--- config.mk ---
export PLATFORM = sky130hd
export DESIGN_NAME = histogram_fwd_param
export DESIGN_NICKNAME = d
export VERILOG_FILES = /design/src/rtl/histogram_fwd_param.sv
export SDC_FILE = /design/constraint.sdc
export NUM_CORES = 1
export LEC_CHECK = 0
export BUFFER_PORTS_ARGS = -buffer_cell sky130_fd_sc_hd__buf_2
export CORE_UTILIZATION = 52
export DETAILED_ROUTE_END_ITERATION = 6
export PLACE_DENSITY = 0.83
export REMOVE_ABC_BUFFERS = 1
export SLEW_MARGIN = 10
export SYNTH_ARGS = -nofsm -noshare
export SYNTH_HDL_FRONTEND = slang
export SYNTH_SLANG_ARGS = --single-unit
--- constraint.sdc ---
create_clock -name clk -period 4.76 [get_ports clk]
set_clock_uncertainty 0.05 [all_clocks]
set_input_delay 1.19 -clock clk [delete_from_list [all_inputs] [get_ports clk]]
set_output_delay 1.19 -clock clk [all_outputs]
set_load 0.1 [all_outputs]
--- src/rtl/histogram_fwd_param.sv ---
// Streaming histogram engine: reads N samples, accumulates saturating per-bin counts
// in an external read-first bin memory, forwarding the previous write to hide the RAW hazard.
module histogram_fwd_param #(
  parameter int DATA_WIDTH  = 8,
  parameter int BIN_BITS    = 8,
  parameter int COUNT_WIDTH = 32,
  parameter int ADDR_WIDTH  = 12
) (
  input  logic                   clk,
  input  logic                   rst,
  input  logic                   start,
  input  logic                   clear_en,
  input  logic [ADDR_WIDTH:0]    num_samples,
  output logic [ADDR_WIDTH-1:0]  img_raddr,
  input  logic [DATA_WIDTH-1:0]  img_rdata,
  output logic [BIN_BITS-1:0]    bin_raddr,
  input  logic [COUNT_WIDTH-1:0] bin_rdata,
  output logic [BIN_BITS-1:0]    bin_waddr,
  output logic [COUNT_WIDTH-1:0] bin_wdata,
  output logic                   bin_wen,
  output logic                   busy,
  output logic                   valid,
  output logic                   sat
);

  typedef enum logic [2:0] {IDLE, CLEAR, RUN, DRAIN, DONE} state_t;

  localparam logic [ADDR_WIDTH:0]    N_ONE   = {{ADDR_WIDTH{1'b0}}, 1'b1};
  localparam logic [BIN_BITS-1:0]    B_ONE   = {{(BIN_BITS-1){1'b0}}, 1'b1};
  localparam logic [COUNT_WIDTH-1:0] C_ONE   = {{(COUNT_WIDTH-1){1'b0}}, 1'b1};
  localparam logic [COUNT_WIDTH-1:0] CNT_MAX = '1;

  state_t                 state_q, state_d;
  logic [ADDR_WIDTH:0]    n_q, n_d, idx_q, idx_d;
  logic [BIN_BITS-1:0]    clr_q, clr_d;
  logic                   drain_q, drain_d;
  logic                   redo_q, redo_d;
  logic                   sat_q, sat_d;
  logic                   s1_vld_q, s1_vld_d;
  logic                   s2_vld_q, s2_vld_d;
  logic [BIN_BITS-1:0]    s2_bin_q, s2_bin_d;
  logic                   fwd_vld_q, fwd_vld_d;
  logic [BIN_BITS-1:0]    fwd_bin_q, fwd_bin_d;
  logic [COUNT_WIDTH-1:0] fwd_val_q, fwd_val_d;

  logic [BIN_BITS-1:0]    s1_bin;
  logic [COUNT_WIDTH-1:0] old_val, new_val;

  assign s1_bin = BIN_BITS'(img_rdata >> (DATA_WIDTH - BIN_BITS));

  // fwd_vld_q is high only when the S2 write happened on the immediately preceding cycle,
  // i.e. exactly the write the read-first memory could not yet show us.
  assign old_val = (fwd_vld_q && (fwd_bin_q == s2_bin_q)) ? fwd_val_q : bin_rdata;
  assign new_val = (old_val == CNT_MAX) ? old_val : old_val + C_ONE;

  always_comb begin
    state_d   = state_q;
    n_d       = n_q;
    idx_d     = idx_q;
    clr_d     = clr_q;
    drain_d   = drain_q;
    redo_d    = 1'b0;
    s1_vld_d  = (state_q == RUN);
    s2_vld_d  = s1_vld_q;
    s2_bin_d  = s1_vld_q ? s1_bin : s2_bin_q;
    fwd_vld_d = s2_vld_q;
    fwd_bin_d = s2_vld_q ? s2_bin_q : fwd_bin_q;
    fwd_val_d = s2_vld_q ? new_val : fwd_val_q;
    sat_d     = sat_q | (s2_vld_q & (old_val == CNT_MAX));
    case (state_q)
      IDLE, DONE: begin
        if (start) begin
          n_d   = num_samples;
          idx_d = '0;
          clr_d = '0;
          sat_d = 1'b0;
          if (clear_en) begin
            state_d = CLEAR;
          end else if (num_samples != '0) begin
            state_d = RUN;
          end else begin
            state_d = DONE;
            redo_d  = (state_q == DONE);
          end
        end
      end
      CLEAR: begin
        clr_d = clr_q + B_ONE;
        if (clr_q == '1) state_d = (n_q != '0) ? RUN : DONE;
      end
      RUN: begin
        idx_d = idx_q + N_ONE;
        if (idx_q == n_q - N_ONE) begin
          state_d = DRAIN;
          drain_d = 1'b0;
        end
      end
      DRAIN: begin
        drain_d = 1'b1;
        if (drain_q) state_d = DONE;
      end
      default: state_d = IDLE;
    endcase
  end

  always_ff @(posedge clk or negedge rst) begin
    if (!rst) begin
      state_q   <= IDLE;
      n_q       <= '0;
      idx_q     <= '0;
      clr_q     <= '0;
      drain_q   <= 1'b0;
      redo_q    <= 1'b0;
      sat_q     <= 1'b0;
      s1_vld_q  <= 1'b0;
      s2_vld_q  <= 1'b0;
      s2_bin_q  <= '0;
      fwd_vld_q <= 1'b0;
      fwd_bin_q <= '0;
      fwd_val_q <= '0;
    end else begin
      state_q   <= state_d;
      n_q       <= n_d;
      idx_q     <= idx_d;
      clr_q     <= clr_d;
      drain_q   <= drain_d;
      redo_q    <= redo_d;
      sat_q     <= sat_d;
      s1_vld_q  <= s1_vld_d;
      s2_vld_q  <= s2_vld_d;
      s2_bin_q  <= s2_bin_d;
      fwd_vld_q <= fwd_vld_d;
      fwd_bin_q <= fwd_bin_d;
      fwd_val_q <= fwd_val_d;
    end
  end

  // CLEAR and an active S2 never coincide, so the write port mux needs no priority beyond this.
  assign img_raddr = (state_q == RUN) ? idx_q[ADDR_WIDTH-1:0] : '0;
  assign bin_raddr = s1_vld_q ? s1_bin : '0;
  assign bin_wen   = (state_q == CLEAR) | s2_vld_q;
  assign bin_waddr = (state_q == CLEAR) ? clr_q : (s2_vld_q ? s2_bin_q : '0);
  assign bin_wdata = ((state_q != CLEAR) && s2_vld_q) ? new_val : '0;
  assign busy      = (state_q == CLEAR) | (state_q == RUN) | (state_q == DRAIN);
  assign valid     = (state_q == DONE) & ~redo_q;
  assign sat       = sat_q;

endmodule

==> flow_metrics.py, run 1 <==
metrics = {
    "synthesis": {
        "ys_types": 76,
        "syn_avg_cell_area_sq_um": 8.08,
        "synthesis.area_sq_mm": 0.00699,
        "synth_ff_type": "dfrtp_1",
        "async_flop_share_pct": 100,
        "yosysSeqAreaShare_pct": 32.6,
        "synth-seq-cells": 91,
        "netlist_instances": 865,
        "synth_edf_count": 0,
        "synth_warnings": 0,
    },
    "clock_tree": {
        "numCtsBuffers": 9,
        "htreeDepth": 3,
        "clockRootBuffer": "clkbuf_16",
        "tritoncts": "built",
        "clk_pin_slew_ps": 70,
        "clk_latency_ps": 350,
        "cts_hold_buf": 0,
        "clk_path_buf_depth": 2,
        "cts_num_sinks": 91,
    },
    "global_route": {
        "grt_pass1_vias": 6837,
        "grtUsageTotal_pct": 29.7,
        "grt_max_degree": 67,
        "grt_overflow_total": 0,
        "grt_pass1_wl_mm": 33.4,
        "antenna_found_initial": 0,
    },
    "layout": {
        "seqCellArea_sq_mm": 0.00228,
        "layout-area-overhead-vs-synth_pct": 30.4,
        "layout-drive-gt1-share_pct": 27.7,
        "fill_cells": 953,
        "num_antenna_cells": 0,
        "final_cell_count_no_fill": 1173,
        "fin_nets": 1058,
        "multi_input_area_sq_mm": 0.00470,
    },
    "sta": {
        "setup_slack_ps": -150,
        "fin_crit_sh_pct": 103,
        "max_freq_ghz": 0.204,
        "tightest_slew_ps": 1100,
        "setup_violations": 8,
        "period_needed_ps": 4910,
        "rsz0062_at_grt": "yes",
        "relSlewSlack_pct": 26.8,
        "hold_viol": 0,
        "slew_viol_final": 0,
    },
    "floorplan": {
        "die_h_microns": 118,
        "core_sq_mm": 0.0129,
        "io_pins": 121,
        "num_rows": 41,
        "dieWidth_microns": 118,
        "dieArea_sq_mm": 0.0139,
        "start_util_pct": 54.3,
    },
    "placement": {
        "dpl.hpwl_mm": 13.7,
        "dp.cells": 1130,
        "gp_congestion": 0.996,
        "portBuffers": 120,
        "place_ws_ps": 62.3,
    },
    "routing": {
        "wl_per_cell_microns": 18.5,
        "vias": 7420,
        "post_drt_via_cell_ratio": 6.33,
        "routed_wl_mm": 21.7,
        "ant_nets": 0,
        "firstDrtPassIters": 7,
        "drtIter0Drc": 1090,
        "drc": 1,
    },
    "run": {
        "maxCapViolations": 0,
    },
    "power_and_ir_drop": {
        "power_density_mw_per_mm2": 239,
        "p_leak_uw": 0.00400,
        "ir_worst_vdd_mv": 0.207,
    },
    "worst_setup_path": {
        "setup.worst_path.end_class": "primary output",
        "cp-start-kind": "flop",
        "cp.required_ps": 3520,
        "cp_max_fo": 4,
        "worst-setup-path-type": "flop to primary output",
        "r2r_slack_ps": 1300,
        "critPathArrivalTime_ps": 3670,
    },
    "min_path": {
        "hold_path_class": "flop to flop",
    },
    "run_status": {
        "status": "finished, violations left",
        "violations": "design-rule violations, negative setup slack",
    },
}
## registers in the layout (all words and copies together), names as in the netlist
register,flops
fwd_bin_q,8
s1_vld_q,1
state_q,3
clr_q,8
fwd_vld_q,1
fwd_vld_d,1
sat,1
idx_q,13
fwd_val_q,32
s2_bin_q,8
n_q,13
drain_q,1
redo_q,1
## metrics by stage
stage | TNS, ps | util [%] | cell area (sq um) | hold WS (ps) | power, uW
6_report | -395 | 70.8 | 9120 | 449 | 2180
3_5_place_dp | 0 | 63.7 | 8210 | 433 | 1300
5_1_grt | -2350 | 70.8 | 9120 | 506 | 2240
3_3_place_gp | 0 | 63.7 | 8210 | 425 | 1290
4_1_cts | -11.8 | 69.0 | 8880 | 451 | 2160
2_1_floorplan | -45230 | - | 6750 | 421 | 1130
## final timing paths
path                       depth (start not counted)         start            end
min in group asynchronous                          1           rst  fwd_val_q[29]
max in group asynchronous                          2           rst       clr_q[2]
min                                                2           sat            sat
max reg2reg                                       16  fwd_bin_q[6]  fwd_val_q[27]
max                                               17  fwd_bin_q[6]  bin_wdata[12]
min reg2reg                                        2           sat            sat
## worst max-delay path, stage by stage, from the launching register on
cell and delay [ps]:
dfrtp_1 410, xnor2_2 180, nand4_2 180, or3_4 400, mux2i_2 170, inv_1 100, ha_4 150, buf_6 120
nand2_4 60, a31oi_4 170, nand3b_1 200, buf_4 210, nand2_2 80, and3_4 200, xnor2_2 80, a211oi_2 260
buf_4 160, buf_12 160
## kinds of logic (layout without fill, tap and decap cells)
logic type | after synthesis | after routing | share of synthesized area, %
xor gates and xnor gates | 62 | 62 | 7.77
muxes | 48 | 48 | 7.54
buffers and inverters | 73 | 209 | 4.82
and+or+nand+nor | 387 | 387 | 28.6
DFF | 91 | 91 | 32.6
AOI/OAI and AO/OA | 199 | 199 | 17.8
adders and majority gates | 5 | 5 | 0.895
## synthesized netlist by cell type (4+ instances only)
master | instances | share of area (%)
nor3_1 | 25 | 1.8
a211oi_1 | 11 | 1.2
a21oi_1 | 39 | 2.8
or3_1 | 10 | 0.90
dfrtp_1 | 91 | 33
nor4_1 | 7 | 0.63
buf_2 | 7 | 0.50
nand4_1 | 18 | 1.6
ha_1 | 5 | 0.90
mux2i_1 | 32 | 4.6
buf_6 | 5 | 0.81
mux2_2 | 12 | 1.9
inv_1 | 25 | 1.3
nor2b_1 | 4 | 0.36
buf_1 | 4 | 0.21
xor2_1 | 27 | 3.4
o21ai_0 | 75 | 5.4
xnor2_1 | 35 | 4.4
nor2_1 | 78 | 4.2
a31oi_1 | 14 | 1.3
nand2b_1 | 5 | 0.45
a22o_1 | 5 | 0.63
buf_4 | 4 | 0.43
o211a_1 | 4 | 0.57
nor3b_1 | 4 | 0.43
nand3_1 | 37 | 2.6
and2_1 | 22 | 2.0
and3_1 | 22 | 2.0
clkbuf_1 | 27 | 1.5
o211ai_1 | 8 | 0.86
o21a_1 | 7 | 0.75
nand2_1 | 120 | 6.4
## per-layer routing
| layer | global-route usage [%] | vias to the layer above | part of all wire, % |
|---|---|---|---|
| met2 | 49.9 | 502 | 49 |
| met4 | 16.7 | 0 | 4.5 |
| met1 | 36.5 | 3465 | 37 |
| met3 | 4.31 | 109 | 9.6 |
| met5 | 0 | - | 0 |
| li1 | - | 3344 | - |
## layout make-up
cell class                 count  area share, %
clock buffer                  10           2.62
clock inverter                 6           1.24
inverter                      25           1.03
multi-input combinational    701           51.6
sequential                    91           25.0
tap                          172           2.36
timing repair buffer         168           16.2
## power by group
part	switching (uW)	internal (uW)
registers	34.2	797
logic	329	166
clock network	320	529
## cell usage in the layout (no fill, tap or decap), types with 8 or more instances in the layout
cell type / instances
a211oi_1: 8
a21oi_1: 38
a31oi_1: 12
and2_1: 21
and3_1: 21
buf_12: 32
buf_2: 87
buf_4: 42
clkbuf_16: 9
dfrtp_1: 91
inv_1: 23
mux2_2: 12
mux2i_1: 30
nand2_1: 115
nand3_1: 34
nand4_1: 18
nor2_1: 72
nor3_1: 21
o211ai_1: 8
o21ai_0: 74
or3_1: 9
xnor2_1: 26
xnor2_2: 9
xor2_1: 26
## repair_timing
action	4_1_cts	5_1_grt
resized for setup	45	25
buffers inserted	14	13
endpoints found under the setup margin	20	27
pin swaps	24	22
hold endpoints to repair	0	0
(Power assumes the default switching activity.)
==> run 2, diff against run 1 <==
--- a/config.mk
+++ b/config.mk
@@ -6,9 +6,9 @@
 export NUM_CORES = 1
 export LEC_CHECK = 0
 export BUFFER_PORTS_ARGS = -buffer_cell sky130_fd_sc_hd__buf_2
-export CORE_UTILIZATION = 52
+export CORE_UTILIZATION = 30
 export DETAILED_ROUTE_END_ITERATION = 6
-export PLACE_DENSITY = 0.83
+export PLACE_DENSITY = 0.55
 export REMOVE_ABC_BUFFERS = 1
 export SLEW_MARGIN = 10
 export SYNTH_ARGS = -nofsm -noshare
==> run 2 against run 1 <==
Against the previous run: utilization down 30 points; worst hold slack worse by 15 ps; cell count up 11%; largest power group is now sequential cells; largest cell class unchanged; clock power down 14%; die area up 72%; highest routed layer unchanged; critical path type unchanged; first-iteration DRC count down 62%; the run now ends clean; sequential share of layout area down 0.56 points; design area up 2.4%.
==> flow_metrics.py, run 2 (synthesis gave the netlist of run 1 again) <==
metrics = {
    "layout": {
        "layout-drive-gt1-share_pct": 29.3,
        "largest_register_ffs": 32,
        "post-route-util_pct": 41.1,
        "final_cell_count_no_fill": 1303,
        "top_register": "fwd_val_q",
        "layout_commonest_cell": "nand2_1",
        "reg.largest.list": "fwd_val_q x32, idx_q x13, n_q x13",
        "num_antenna_cells": 0,
        "layout-area-overhead-vs-synth_pct": 33.5,
        "fin_nets": 1075,
        "mostFrequentLayoutCells": "nand2_1, dfrtp_1, buf_2",
        "fill_cells": 2298,
        "finalInstanceArea_sq_mm": 0.00933,
    },
    "global_route": {
        "grtUsageTotal_pct": 18.3,
        "grt_overflow_total": 0,
        "grt_max_degree": 45,
        "grt_pass1_wl_mm": 34.5,
        "grt_pass1_vias": 6548,
        "antenna_found_initial": 0,
    },
    "sta": {
        "tightest_slew_ps": 939,
        "slew_viol_final": 0,
        "hold_viol": 0,
        "max_freq_ghz": 0.212,
        "fin_crit_sh_pct": 99.1,
        "period_needed_ps": 4710,
        "setup_violations": 0,
        "rsz0062_at_grt": "yes",
        "relSlewSlack_pct": 37.2,
    },
    "clock_tree": {
        "clk_pin_slew_ps": 70,
        "clk_latency_ps": 360,
        "clk_path_buf_depth": 2,
        "htreeDepth": 3,
        "tritoncts": "built",
        "cts_hold_buf": 0,
        "numCtsBuffers": 9,
        "clockRootBuffer": "clkbuf_16",
        "cts_num_sinks": 91,
    },
    "placement": {
        "gp_congestion": 0.935,
        "dpl_cell_area_sq_mm": 0.00851,
        "portBuffers": 120,
        "dp.cells": 1263,
        "dpl.hpwl_mm": 15.5,
    },
    "worst_setup_path": {
        "rr_worst_depth": 15,
        "path_cells": "xnor2_1 -> nand4_2 -> or3_4 -> mux2i_2 -> inv_1 -> ha_4 -> inv_2 -> nor2_1 -> nand4_1 -> buf_4 -> mux2i_4 -> buf_6 -> nor3_4 -> o21ai_2 -> xnor2_2 -> nor2_2 -> buf_12",
        "worst-setup-path-type": "flop to primary output",
        "crit_path_max_incr_delay_ps": 430,
        "path_buf_inv": 5,
        "cp-start-kind": "flop",
        "cp.required_ps": 3520,
        "setup.worst_path.end_class": "primary output",
        "critical-path-top-delay-family": "simple AND/OR/NAND/NOR gates",
        "critical_path_depth": 17,
        "critPathSlowestCell": "or3_4",
        "cp_max_fo": 5,
        "critPathArrivalTime_ps": 3470,
    },
    "power_and_ir_drop": {
        "ir_worst_vdd_mv": 0.143,
        "power_density_mw_per_mm2": 221,
        "finalPower_uw": 2060,
        "p_leak_uw": 0.00401,
    },
    "routing": {
        "drc": 0,
        "routed_wl_mm": 21.7,
        "post_drt_via_cell_ratio": 5.30,
        "ant_nets": 0,
        "vias": 6906,
        "wl_per_cell_microns": 16.7,
        "drtIter0Drc": 414,
        "firstDrtPassIters": 6,
    },
    "run": {
        "maxCapViolations": 0,
    },
    "run_status": {
        "status": "completed",
    },
    "floorplan": {
        "io_pins": 121,
        "core_sq_mm": 0.0227,
        "num_rows": 55,
        "dieWidth_microns": 155,
        "start_util_pct": 30.8,
        "die_h_microns": 155,
        "dieArea_sq_mm": 0.0239,
    },
    "min_path": {
        "min_path_cells": 2,
        "hold_path_class": "flop to flop",
    },
}
==> run 2: through the flow <==
stage	TNS [ps]	hold WS [ps]	worst slack, ps
6_report	0	433	45.1
3_3_place_gp	0	424	104
3_5_place_dp	0	427	100
2_1_floorplan	-45230	421	-2460
4_1_cts	-14.3	443	-13.7
5_1_grt	-1650	497	-135
==> run 2: report_power, final <==
group | switching (uW) | internal (uW)
Combinational | 325 | 171
Sequential | 32.5 | 796
Clock | 354 | 380
==> run 2: worst paths after layout <==
kind                              from       endpoint  slack, ps
min in group asynchronous          rst  fwd_val_q[30]        790
min                                sat            sat        430
min reg2reg                        sat            sat        430
max reg2reg                s2_bin_q[7]  fwd_val_q[27]       1360
max in group asynchronous          rst         n_q[5]       3080
max                        s2_bin_q[7]  bin_wdata[11]         50
==> run 2: what timing repair did <==
item / CTS / global route
pin swaps: 19 / 31
setup endpoints to repair: 20 / 29
resized for setup: 27 / 45
buffers inserted: 10 / 14
==> run 2: area by class of cell <==
cell class	instances	area (sq um)	area share (%)
flip-flops and latches	91	2280	24.4
inverters	25	93.8	1.01
clock buffers	10	239	2.56
clock inverters	6	53.8	0.577
multi-input cells	701	4700	50.3
well taps	285	357	3.82
repair buffers	185	1610	17.3
==> run 2: layer usage <==
layer  wire length [microns]  share of wire, %  global-route usage, %  vias up
li1                        -                 -                      -     3383
met1                    9530                44                   23.1     3305
met2                   10800                50                   31.4      198
met3                    1150               5.3                   3.78       20
met4                     224               1.0                   5.04        0
met5                       0                 0                      0        -
==> run 2: worst reg2reg max path, delay by kind of cell (launching register included) <==
family / cells / cell delay, ps
AO/OA/AOI/OAI: 2 / 220
XOR/XNOR: 1 / 170
adder cells (fa/ha/maj): 1 / 180
buffers and inverters: 3 / 330
flip-flops: 1 / 410
multiplexers: 2 / 450
AND/OR/NAND/NOR: 6 / 1440
==> run 3, diff against run 2 <==
--- a/config.mk
+++ b/config.mk
@@ -6,9 +6,10 @@
 export NUM_CORES = 1
 export LEC_CHECK = 0
 export BUFFER_PORTS_ARGS = -buffer_cell sky130_fd_sc_hd__buf_2
-export CORE_UTILIZATION = 30
+export CORE_UTILIZATION = 39
 export DETAILED_ROUTE_END_ITERATION = 6
-export PLACE_DENSITY = 0.55
+export PLACE_DENSITY = 0.66
+export RECOVER_POWER = 50
 export REMOVE_ABC_BUFFERS = 1
 export SLEW_MARGIN = 10
 export SYNTH_ARGS = -nofsm -noshare
==> run 3 against run 2 <==
Against the previous run: the flow now finishes with violations (design-rule violations, max-capacitance violations, max-slew violations, negative setup slack); clock power fell by 3.7%; worst setup slack lost 66 ps; non-clock buffer count fell by 22; global-route usage increased by 4.7 points; cell count is 6.3% lower; sequential share of layout area is 0.88 points higher; design area shrank 3.5%; first-iteration DRC count is 46% higher.
==> flow_metrics.py, run 3 (synthesis gave the netlist of run 1 again) <==
metrics = {
    "sta": {
        "setup_slack_ps": -21.0,
        "slew_viol_final": 64,
        "setup_violations": 1,
        "hold_viol": 0,
        "period_needed_ps": 4780,
        "rsz0062_at_grt": "yes",
        "tightest_slew_ps": 1700,
        "max_freq_ghz": 0.209,
        "fin_crit_sh_pct": 100,
        "fin_hold_ws_ps": 467,
        "relSlewSlack_pct": -13.1,
    },
    "clock_tree": {
        "numCtsBuffers": 9,
        "clk_latency_ps": 350,
        "clk_pin_slew_ps": 70,
        "clockRootBuffer": "clkbuf_16",
        "cts_num_sinks": 91,
        "htreeDepth": 3,
        "clk_path_buf_depth": 2,
        "tritoncts": "built",
    },
    "layout": {
        "top_register": "fwd_val_q",
        "seqCellArea_sq_mm": 0.00228,
        "reg.largest.list": "fwd_val_q x32, idx_q x13, n_q x13",
        "largest_register_ffs": 32,
        "post-route-util_pct": 51.7,
        "fill_cells": 1642,
        "layout-drive-gt1-share_pct": 26.4,
        "mostFrequentLayoutCells": "nand2_1, dfrtp_1, buf_2",
        "num_antenna_cells": 0,
        "layout-area-overhead-vs-synth_pct": 28.8,
        "multi_input_area_sq_mm": 0.00464,
        "layout_commonest_cell": "nand2_1",
        "fin_nets": 1053,
    },
    "floorplan": {
        "dieWidth_microns": 136,
        "core_sq_mm": 0.0174,
        "io_pins": 121,
        "die_h_microns": 136,
        "dieArea_sq_mm": 0.0185,
        "start_util_pct": 40.1,
        "num_rows": 48,
    },
    "power_and_ir_drop": {
        "clockPowerShare_pct": 35.0,
        "ir_worst_vdd_mv": 0.161,
        "power_density_mw_per_mm2": 224,
        "p_sw_uw": 689,
        "p_int_uw": 1330,
        "p_leak_uw": 0.00389,
        "power_frac_comb_pct": 24.0,
        "swShare_pct": 34.1,
        "pwr-share-seq_pct": 41.1,
    },
    "routing": {
        "vias": 6964,
        "drc": 1,
        "ant_nets": 0,
        "wl_per_cell_microns": 16.9,
        "drtIter0Drc": 603,
        "firstDrtPassIters": 7,
        "post_drt_via_cell_ratio": 5.70,
        "routed_wl_mm": 20.6,
    },
    "run": {
        "maxCapViolations": 1,
    },
    "run_status": {
        "status": "finished, violations left",
        "violations": "design-rule violations, max-capacitance violations, max-slew violations, negative setup slack",
    },
    "worst_setup_path": {
        "setup.worst_path.end_class": "primary output",
        "rr_worst_depth": 14,
        "cp_max_fo": 3,
        "cp-start-kind": "flop",
        "cp.required_ps": 3520,
        "critPathArrivalTime_ps": 3540,
        "crit_start": "fwd_bin_q[5]",
        "worst-setup-path-type": "flop to primary output",
        "r2r-start": "fwd_bin_q[5]",
    },
    "placement": {
        "dpl.hpwl_mm": 14.5,
        "gp_congestion": 0.968,
        "portBuffers": 120,
    },
    "global_route": {
        "grt_pass1_wl_mm": 33.4,
        "grt_pass1_vias": 6700,
        "antenna_found_initial": 0,
        "grtUsageTotal_pct": 22.9,
        "grt_max_degree": 64,
        "grt_overflow_total": 0,
    },
    "min_path": {
        "min_path_cells": 2,
        "hold_path_class": "flop to flop",
        "hold_start": "sat",
    },
}
## run 3: cell types whose count changed in the layout (fill, tap and decap cells not counted), moves of 2 or more
cell and delta:
a211oi_1 +2, a211oi_2 -2, and2_1 -2, buf_4 -20
buf_6 -4, clkbuf_1 +2, inv_6 -2, nor2_1 +3
nor2_2 -2, xnor2_1 +2, xnor2_2 -2
## run 3: path summary, 6_finish.rpt
check	end	slack, ps
worst max register to register	fwd_val_q[27]	1450
worst min register to register	sat	470
worst min-delay path	sat	470
min in group asynchronous	fwd_val_q[31]	1230
max in group asynchronous	n_q[6]	1850
worst max-delay path	bin_wdata[12]	-20
## run 3: through the flow
step                      instance area (sq um)  TNS (ps)  power, uW  std cells  worst slack [ps]
after global placement                     8360         0       1310       1193               129
after detailed placement                   8360         0       1310       1193              29.0
after floorplan                            6750    -45230       1130        817             -2460
final                                      9000     -21.0       2020       1221             -21.0
after CTS                                  8840         0       2030       1215              2.65
after global routing                       9000      -871       2100       1221              -121
## run 3: timing repair
item | CTS | global route
buffers inserted | 6 | 6
endpoints found under the setup margin | 20 | 30
gates resized for setup | 29 | 27
pin swaps | 23 | 18
hold buffers | 0 | 0
## run 3: final cells by class
class                      count  area share [%]
inverter                      25            1.04
timing repair buffer         163            15.7
sequential                    91            25.3
tap                          225            3.13
clock buffer                  10            2.65
multi-input combinational    701            51.6
clock inverter                 6           0.542
## run 3: power groups by stage
stage	Sequential (uW)	Clock (uW)	Combinational, uW
floorplan	833	0	294
global placement	840	0	466
detailed placement	841	0	467
CTS	828	727	478
global route	833	754	512
finish	829	707	484
## run 3: worst max-delay path, cell delays in order, from the launching register on
cell and delay (ps):
dfrtp_1 420, xnor2_2 270, nand4_4 160, or3_4 390
mux2i_1 140, inv_1 100, ha_4 150, buf_6 120
nand2_4 70, a31oi_4 170, nand3_2 140, a21oi_2 180
xor2_1 220, nor2_1 70, a211oi_1 210, buf_4 190
buf_12 170
## run 3: layer usage
layer / share of wire, % / up-vias / track usage (%) / wire (microns)
met1: 43 / 3279 / 29.0 / 8940
met3: 6.1 / 57 / 3.65 / 1250
met4: 2.5 / 0 / 8.33 / 518
met2: 48 / 285 / 39.3 / 9890
met5: 0 / - / 0 / 0
li1: - / 3343 / - / -
